--- src/rtl/march_bist_ctrl.sv ---
// March C- MBIST sequencer for a single-port memory with 1-cycle write-data skew
// and 2-cycle read latency; reports pass/fail, first failing location and error count.
module march_bist_ctrl #(
  parameter int DATA_WIDTH = 8,
  parameter int ADDR_WIDTH = 8,
  parameter int ADDR_MAX   = 255,
  parameter int CNT_WIDTH  = 8
) (
  input  logic                  clk,
  input  logic                  rst_n,
  input  logic                  start,
  output logic                  busy,
  output logic                  done,
  output logic                  fail,
  output logic [ADDR_WIDTH-1:0] fail_addr,
  output logic [2:0]            fail_element,
  output logic [CNT_WIDTH-1:0]  fail_count,
  output logic                  mem_write_read,
  output logic [ADDR_WIDTH-1:0] mem_address,
  output logic [DATA_WIDTH-1:0] mem_wdata,
  input  logic [DATA_WIDTH-1:0] mem_rdata
);

  typedef enum logic [3:0] {
    S_IDLE, S_PREP, S_M0, S_M1, S_M2, S_M3, S_M4, S_M5, S_DRAIN, S_DONE
  } state_t;

  localparam logic [ADDR_WIDTH-1:0] LAST = ADDR_WIDTH'(ADDR_MAX);

  state_t                  state, state_nx;
  logic [ADDR_WIDTH-1:0]   addr, addr_nx, step, next_start;
  logic                    phase, phase_nx;
  logic                    up, at_end, adv, we, rd, clear;
  logic [2:0]              elem;
  logic [DATA_WIDTH-1:0]   wval, exp_val;

  logic                    p1_valid, p2_valid;
  logic [DATA_WIDTH-1:0]   p1_exp, p2_exp;
  logic [ADDR_WIDTH-1:0]   p1_addr, p2_addr;
  logic [2:0]              p1_elem, p2_elem;
  logic                    mismatch;

  always_ff @(posedge clk or negedge rst_n) begin
    if (!rst_n) begin
      state <= S_IDLE;
      addr  <= '0;
      phase <= 1'b0;
    end else begin
      state <= state_nx;
      addr  <= addr_nx;
      phase <= phase_nx;
    end
  end

  always_comb begin
    state_nx   = state;
    addr_nx    = addr;
    phase_nx   = phase;
    we         = 1'b0;
    rd         = 1'b0;
    adv        = 1'b0;
    clear      = 1'b0;
    elem       = 3'd0;
    up         = !(state == S_M3 || state == S_M4);
    at_end     = up ? (addr == LAST) : (addr == '0);
    step       = up ? addr + ADDR_WIDTH'(1) : addr - ADDR_WIDTH'(1);
    next_start = (state == S_M2 || state == S_M3) ? LAST : '0;
    // Write data leads its write by one cycle, so it is set per element, not per op.
    wval       = (state == S_M1 || state == S_M3) ? '1 : '0;
    exp_val    = (state == S_M2 || state == S_M4) ? '1 : '0;

    case (state)
      S_IDLE:  if (start) begin state_nx = S_PREP; clear = 1'b1; end
      S_PREP:  begin state_nx = S_M0; addr_nx = '0; phase_nx = 1'b0; end
      S_M0:    begin we = 1'b1; adv = 1'b1; end
      S_M1, S_M2, S_M3, S_M4: begin
        if (!phase) begin
          rd = 1'b1;
          phase_nx = 1'b1;
        end else begin
          we = 1'b1;
          phase_nx = 1'b0;
          adv = 1'b1;
        end
      end
      S_M5:    begin rd = 1'b1; adv = 1'b1; end
      S_DRAIN: begin
        phase_nx = ~phase;
        if (phase) state_nx = S_DONE;
      end
      S_DONE:  if (start) begin state_nx = S_PREP; clear = 1'b1; end
      default: state_nx = S_IDLE;
    endcase

    case (state)
      S_M1: elem = 3'd1;
      S_M2: elem = 3'd2;
      S_M3: elem = 3'd3;
      S_M4: elem = 3'd4;
      S_M5: elem = 3'd5;
      default: elem = 3'd0;
    endcase

    if (adv) begin
      if (at_end) begin
        state_nx = state_t'(state + 4'd1);
        addr_nx  = next_start;
      end else begin
        addr_nx  = step;
      end
    end
  end

  assign busy           = !(state == S_IDLE || state == S_DONE);
  assign done           = (state == S_DONE);
  assign mem_write_read = we;
  assign mem_address    = addr;
  assign mem_wdata      = (state >= S_M0 && state <= S_M5) ? wval : '0;

  // Read context travels alongside the memory's two-cycle read latency.
  always_ff @(posedge clk or negedge rst_n) begin
    if (!rst_n) begin
      p1_valid <= 1'b0; p1_exp <= '0; p1_addr <= '0; p1_elem <= '0;
      p2_valid <= 1'b0; p2_exp <= '0; p2_addr <= '0; p2_elem <= '0;
    end else begin
      p1_valid <= rd;       p1_exp <= exp_val; p1_addr <= addr;    p1_elem <= elem;
      p2_valid <= p1_valid; p2_exp <= p1_exp;  p2_addr <= p1_addr; p2_elem <= p1_elem;
    end
  end

  assign mismatch = p2_valid && (mem_rdata != p2_exp);

  always_ff @(posedge clk or negedge rst_n) begin
    if (!rst_n) begin
      fail         <= 1'b0;
      fail_addr    <= '0;
      fail_element <= '0;
      fail_count   <= '0;
    end else if (clear) begin
      fail         <= 1'b0;
      fail_addr    <= '0;
      fail_element <= '0;
      fail_count   <= '0;
    end else if (mismatch) begin
      fail <= 1'b1;
      if (!fail) begin
        fail_addr    <= p2_addr;
        fail_element <= p2_elem;
      end
      if (fail_count != '1) fail_count <= fail_count + CNT_WIDTH'(1);
    end
  end

endmodule

--- config.mk ---
export PLATFORM = sky130hd
export DESIGN_NAME = march_bist_ctrl
export DESIGN_NICKNAME = d
export VERILOG_FILES = /design/src/rtl/march_bist_ctrl.sv
export SDC_FILE = /design/constraint.sdc
export NUM_CORES = 1
export LEC_CHECK = 0
export CAP_MARGIN = 0
export CORE_MARGIN = 1.5
export CORE_UTILIZATION = 25
export CTS_BUF_LIST = sky130_fd_sc_hd__clkbuf_4 sky130_fd_sc_hd__clkbuf_8
export DETAILED_ROUTE_END_ITERATION = 8
export GPL_TIMING_DRIVEN = 0
export HOLD_SLACK_MARGIN = 0.1
export RECOVER_POWER = 50
export SLEW_MARGIN = 20
export SYNTH_ARGS = -nofsm -noshare
export SYNTH_HDL_FRONTEND = slang
export SYNTH_SLANG_ARGS = --single-unit
--- constraint.sdc ---
create_clock -name clk -period 3.4 [get_ports clk]
set_clock_uncertainty 0.1 [all_clocks]
set_input_delay 0.68 -clock clk [delete_from_list [all_inputs] [get_ports clk]]
set_output_delay 0.68 -clock clk [all_outputs]
set_load 0.01 [all_outputs]
==> results.sh, run 1 <==
export IMPL_status="completed"
export IMPL_grt_pass1_vias=2463
export IMPL_grt_ovfl_total=0
export IMPL_period_share=0.946
export IMPL_gp_congestion=0.823
export IMPL_clk_latency_ps=340
export IMPL_arrival_ps=2440
export IMPL_p_per_area_nw_per_um2=771
export IMPL_stdcell_area_sq_um=3830
export IMPL_vias=2446
export IMPL_die_h_microns=112
export IMPL_dieArea_sq_um=12500
export IMPL_dp_hpwl_microns=5010
export IMPL_setup_violations=0
export IMPL_yosys_area_top_type_share=0.500
export IMPL_drive_above_1_share=0.115
export IMPL_synth_cells=310
export IMPL_clk_pin_slew_worst_paths_ps=70
export IMPL_initial_core_util=0.257
export IMPL_grt_first_pass_wirelength_microns=11700
export IMPL_grtUsageTotal=0.116
export IMPL_synth_top_area_cell="dfrtp_1"
export IMPL_critPathKind="reg -> out"
export IMPL_clkSinkCount=59
export IMPL_yosys_warnings=0
export IMPL_setup_worst_path_start_class="flop"
export IMPL_syn_nets=333
export IMPL_synth_async_reset_ratio=1.00
export IMPL_power_leakage_nw=1.67
export IMPL_viasPerCell=4.72
export IMPL_diodes=0
export IMPL_yosysSeqAreaShare=0.500
export IMPL_tightest_slew_ps=1390
export IMPL_finalHoldViolations=0
export IMPL_clockBufferDepth=2
export IMPL_worst_path_max_fanout=10
export IMPL_first_pass_iters=4
export IMPL_finalWorstPathRequiredPeriod_ps=3220
export IMPL_crit_required_ps=2620
export IMPL_ys_ff_latch=59
export IMPL_synth_simple_area_share=0.187
export IMPL_rsz0062_at_grt="no"
export IMPL_end_kind="output port"
export IMPL_root_buffer="clkbuf_8"
export IMPL_synth_top_family_by_area="simple AND/OR/NAND/NOR gates"
export IMPL_tritoncts="done"
export IMPL_yosysUniqueCellTypes=46
export IMPL_synth_adder_area_share=0.0534
export IMPL_numCtsBuffers=9
export IMPL_place_inst=502
export IMPL_routed_wl_microns=6940
export IMPL_drc=0
export IMPL_yosys_top_cells_area="dfrtp_1 50%, a21oi_1 6.4%, ha_1 4.7%"
export IMPL_synth_common_cells="59 x dfrtp_1, 38 x a21oi_1, 32 x nand2_1, 27 x nor2_1, 25 x o21ai_0"
export IMPL_cap_violations=0
export IMPL_synth_xor_area_share=0.0178
export IMPL_first_iter_violations=157
export IMPL_row_count=39
export IMPL_grt_max_degree=60
export IMPL_synth_main_ff_cell="dfrtp_1"
export IMPL_netlist_area_sq_um=2950
export IMPL_core_area_sq_um=11500
export IMPL_antenna_found_initial=0
export IMPL_synthMuxAreaShare=0.0136
export IMPL_postSynthAreaPerCell_sq_um=9.52
export IMPL_place_port_buffers=49
export IMPL_dpl_instance_area_sq_um=3620
export IMPL_synth_edf_count=0
export IMPL_layout_area_overhead_vs_synth_pct=29.8
export IMPL_nets=393
export IMPL_io_pins=50
export IMPL_layout_cells_non_filler=518
export IMPL_wl_per_cell_microns=13.4
export IMPL_synth_compound_area_frac=0.173
export IMPL_ir_drop_mv=0.207
export IMPL_antenna_left=0
export IMPL_htree_levels=3
export IMPL_drv_slew=0
export IMPL_fmax_mhz=311
export IMPL_hold_path_class="reg -> reg"
export IMPL_maxSlewHeadroom=0.0763
export IMPL_die_w_microns=112
export IMPL_yosysMostFrequentCell="dfrtp_1"
critical path: stages, from the launching register on:
cell and delay (ps):
dfrtp_1 440, ha_1 210, buf_2 220, nor2b_1 190
o21ai_0 120, a21oi_2 130, buf_4 160, buf_4 110
clkdlybuf4s50_1 530
per-stage QoR:
stage / setup TNS (ps) / setup slack (ps) / hold slack [ps] / util / power [mW]
after floorplan: 0 / 758 / 231 / - / 1.79
after global placement: -11080 / -192 / 233 / 0.316 / 2.28
after detailed placement: 0 / 204 / 235 / 0.315 / 2.31
after CTS: 0 / 22.4 / 248 / 0.334 / 2.98
after global routing: 0 / 0.0899 / 253 / 0.334 / 3.18
final: 0 / 183 / 247 / 0.334 / 2.95
area by class of cell:
class                      instances  area (sq um)
sequential                        59          1480
inverter                          11          41.3
buffer                            20           114
multi-input combinational        219          1320
fill                            1152          7640
timing repair buffer              50           493
clock inverter                     5          62.6
tap                              143           179
clock buffer                      11           145
path summary, 6_finish.rpt:
path / from / endpoint / slack (ps) / cells after the start
setup / recovery: state[1] / mem_wdata[3] / 180 / 8
hold / removal: p1_exp[6] / p2_exp[6] / 250 / 0
setup reg to reg: state[1] / mem_address[7] / 290 / 11
hold reg to reg: p1_exp[6] / p2_exp[6] / 250 / 0
max in group asynchronous: rst_n / p2_exp[6] / 1800 / 1
min in group asynchronous: rst_n / mem_address[5] / 560 / 1
power by group:
group | switching [mW] | internal [mW]
registers | 0.152 | 0.903
clock network | 0.285 | 0.369
logic | 0.661 | 0.585
layer usage:
layer	GRT usage	vias up	routed length, microns
met5	0	-	0
met4	0.0608	0	82
met3	0.0338	5	342
met2	0.189	58	3470
met1	0.139	1173	3050
li1	-	1210	-
cells in the final DEF, fill, tap and decap left out, drive strengths merged, types with 6 or more instances in the layout:
master          n
clkdlybuf4s50  48
nor2           28
a31oi           7
nor4            6
dfrtp          59
buf            18
o21ai          26
nand2          32
a21oi          38
nor2b           7
ha             11
nand3           8
clkbuf         15
inv            11
kinds of logic (layout without fill, tap and decap cells):
group / after synthesis / after routing
muxes: 4 / 4
xor gates and xnor gates: 6 / 6
buffers and inverters: 32 / 97
AOI/OAI and AO/OA: 89 / 89
adders and majority gates: 12 / 12
and+or+nand+nor: 108 / 108
DFF: 59 / 59
sequential cells by signal, indices dropped and copies added, names as in the netlist, 4 cells and up:
| name | count |
|---|---|
| fail_addr | 8 |
| state | 4 |
| fail_count | 8 |
| mem_address | 8 |
| p1_addr | 8 |
| p2_addr | 8 |
repair_timing:
item,CTS,global route
hold buffers,0,0
gates resized for setup,1,0
pin swaps,0,1
endpoints found under the setup margin,8,9
setup buffers,0,1
(Power assumes the default switching activity.)
==> run 2, diff against run 1 <==
CTS_CLUSTER_DIAMETER = 60   (was not set)
RECOVER_POWER = not set   (was 50)
==> results.sh, run 2 (synthesized netlist as in run 1, its figures left out) <==
export IMPL_finalHoldViolations=0
export IMPL_hold_path_class="reg -> reg"
export IMPL_htree_levels=3
export IMPL_drive_above_1_share=0.115
export IMPL_grt_max_degree=60
export IMPL_layout_area_overhead_vs_synth_pct=29.9
export IMPL_dp_hpwl_microns=5010
export IMPL_drc=0
export IMPL_row_count=39
export IMPL_diodes=0
export IMPL_first_iter_violations=157
export IMPL_antenna_left=0
export IMPL_crit_required_ps=2620
export IMPL_p_per_area_nw_per_um2=770
export IMPL_min_from="p1_exp[6]"
export IMPL_clkSinkCount=59
export IMPL_fin_hold_ws_ps=247
export IMPL_dieArea_sq_um=12500
export IMPL_gp_congestion=0.823
export IMPL_nets=393
export IMPL_ir_drop_mv=0.207
export IMPL_grt_pass1_vias=2463
export IMPL_first_pass_iters=4
export IMPL_final_cell_mix="59 x dfrtp_1, 48 x clkdlybuf4s50_1, 37 x a21oi_1, 32 x nand2_1, 27 x nor2_1"
export IMPL_worst_path_max_fanout=10
export IMPL_rsz0062_at_grt="no"
export IMPL_initial_core_util=0.257
export IMPL_routed_wl_microns=6930
export IMPL_die_h_microns=112
export IMPL_tightest_slew_ps=705
export IMPL_status="completed"
export IMPL_setup_worst_path_start_class="flop"
export IMPL_wl_per_cell_microns=13.4
export IMPL_vias=2445
export IMPL_io_pins=50
export IMPL_viasPerCell=4.72
export IMPL_numCtsBuffers=9
export IMPL_maxSlewHeadroom=0.530
export IMPL_grt_ovfl_total=0
export IMPL_tritoncts="done"
export IMPL_rr_startpoint="state[1]"
export IMPL_grt_first_pass_wirelength_microns=11700
export IMPL_antenna_found_initial=0
export IMPL_arrival_ps=2440
export IMPL_clk_latency_ps=340
export IMPL_dp_slack_ps=204
export IMPL_layout_commonest_cell="dfrtp_1"
export IMPL_fmax_mhz=311
export IMPL_finalWorstSetupSlack_ps=183
export IMPL_core_area_sq_um=11500
export IMPL_period_share=0.946
export IMPL_critPathKind="reg -> out"
export IMPL_setup_violations=0
export IMPL_dpl_instance_area_sq_um=3620
export IMPL_end_kind="output port"
export IMPL_root_buffer="clkbuf_8"
export IMPL_power_leakage_nw=1.67
export IMPL_die_w_microns=112
export IMPL_finalWorstPathRequiredPeriod_ps=3220
export IMPL_clk_pin_slew_worst_paths_ps=70
export IMPL_clockBufferDepth=2
export IMPL_stdcell_area_sq_um=3830
export IMPL_startpoint="state[1]"
export IMPL_grtUsageTotal=0.116
export IMPL_place_port_buffers=49
export IMPL_drv_slew=0
export IMPL_cap_violations=0
run 2: cell types whose count changed in the layout (fill, tap and decap cells not counted):
cell      previous run  this run
clkbuf_2             1         0
buf_4                8         9
run 2: repair_timing:
item,CTS,global route
buffers inserted,0,1
gates resized for setup,1,0
setup endpoints to repair,8,9
pin swaps,0,1
endpoints found under the hold margin,0,0
hold buffers,0,0
run 2: routing by layer:
layer  wire (microns)  global-route usage  vias up
met3              351              0.0338        5
met5                0                   0        -
met1             3030               0.139     1170
met2             3460               0.189       60
li1                 -                   -     1210
met4               82              0.0608        0
run 2: metrics by stage:
stage	instances	setup TNS (ps)	total power, mW	utilization
after global routing	518	0	3.18	0.334
final	518	0	2.95	0.334
after CTS	518	0	2.98	0.334
after floorplan	310	0	1.79	-
after detailed placement	502	0	2.31	0.315
after global placement	502	-11080	2.28	0.316
run 2: worst paths after layout:
path                            slack (ps)              to  cells past startpoint
worst min-delay path                   250       p2_exp[6]                      0
max in group asynchronous             2440       p2_exp[6]                      1
min in group asynchronous              290  mem_address[5]                      1
worst min register to register         250       p2_exp[6]                      0
worst max-delay path                   180    mem_wdata[3]                      8
worst max register to register         310  mem_address[7]                     11
run 2: report_power, final:
part / switching, mW / total, mW / internal [mW]
Clock: 0.284 / 0.653 / 0.369
Combinational: 0.659 / 1.24 / 0.585
Sequential: 0.151 / 1.05 / 0.903
Total: 1.09 / 2.95 / 1.86
run 2: worst max-delay path, stage by stage (launching register included):
cell and delay (ps):
dfrtp_1 440, ha_1 210, buf_2 220, nor2b_1 190
o21ai_0 120, a21oi_2 130, buf_4 160, buf_4 110
clkdlybuf4s50_1 530
run 2: layout make-up:
cell class                 count  area [sq um]
clock buffer                  11           145
timing repair buffer          50           495
inverter                      11          41.3
clock inverter                 5          62.6
multi-input combinational    219          1320
tap                          143           179
buffer                        20           114
sequential                    59          1480
fill                        1153          7630
==> run 3, diff against run 2 <==
CTS_CLUSTER_DIAMETER = not set   (was 60)
GPL_ROUTABILITY_DRIVEN = 0   (was not set)
==> results of run 3 <==
The final DEF is identical to that of run 2; final timing and power are the same.
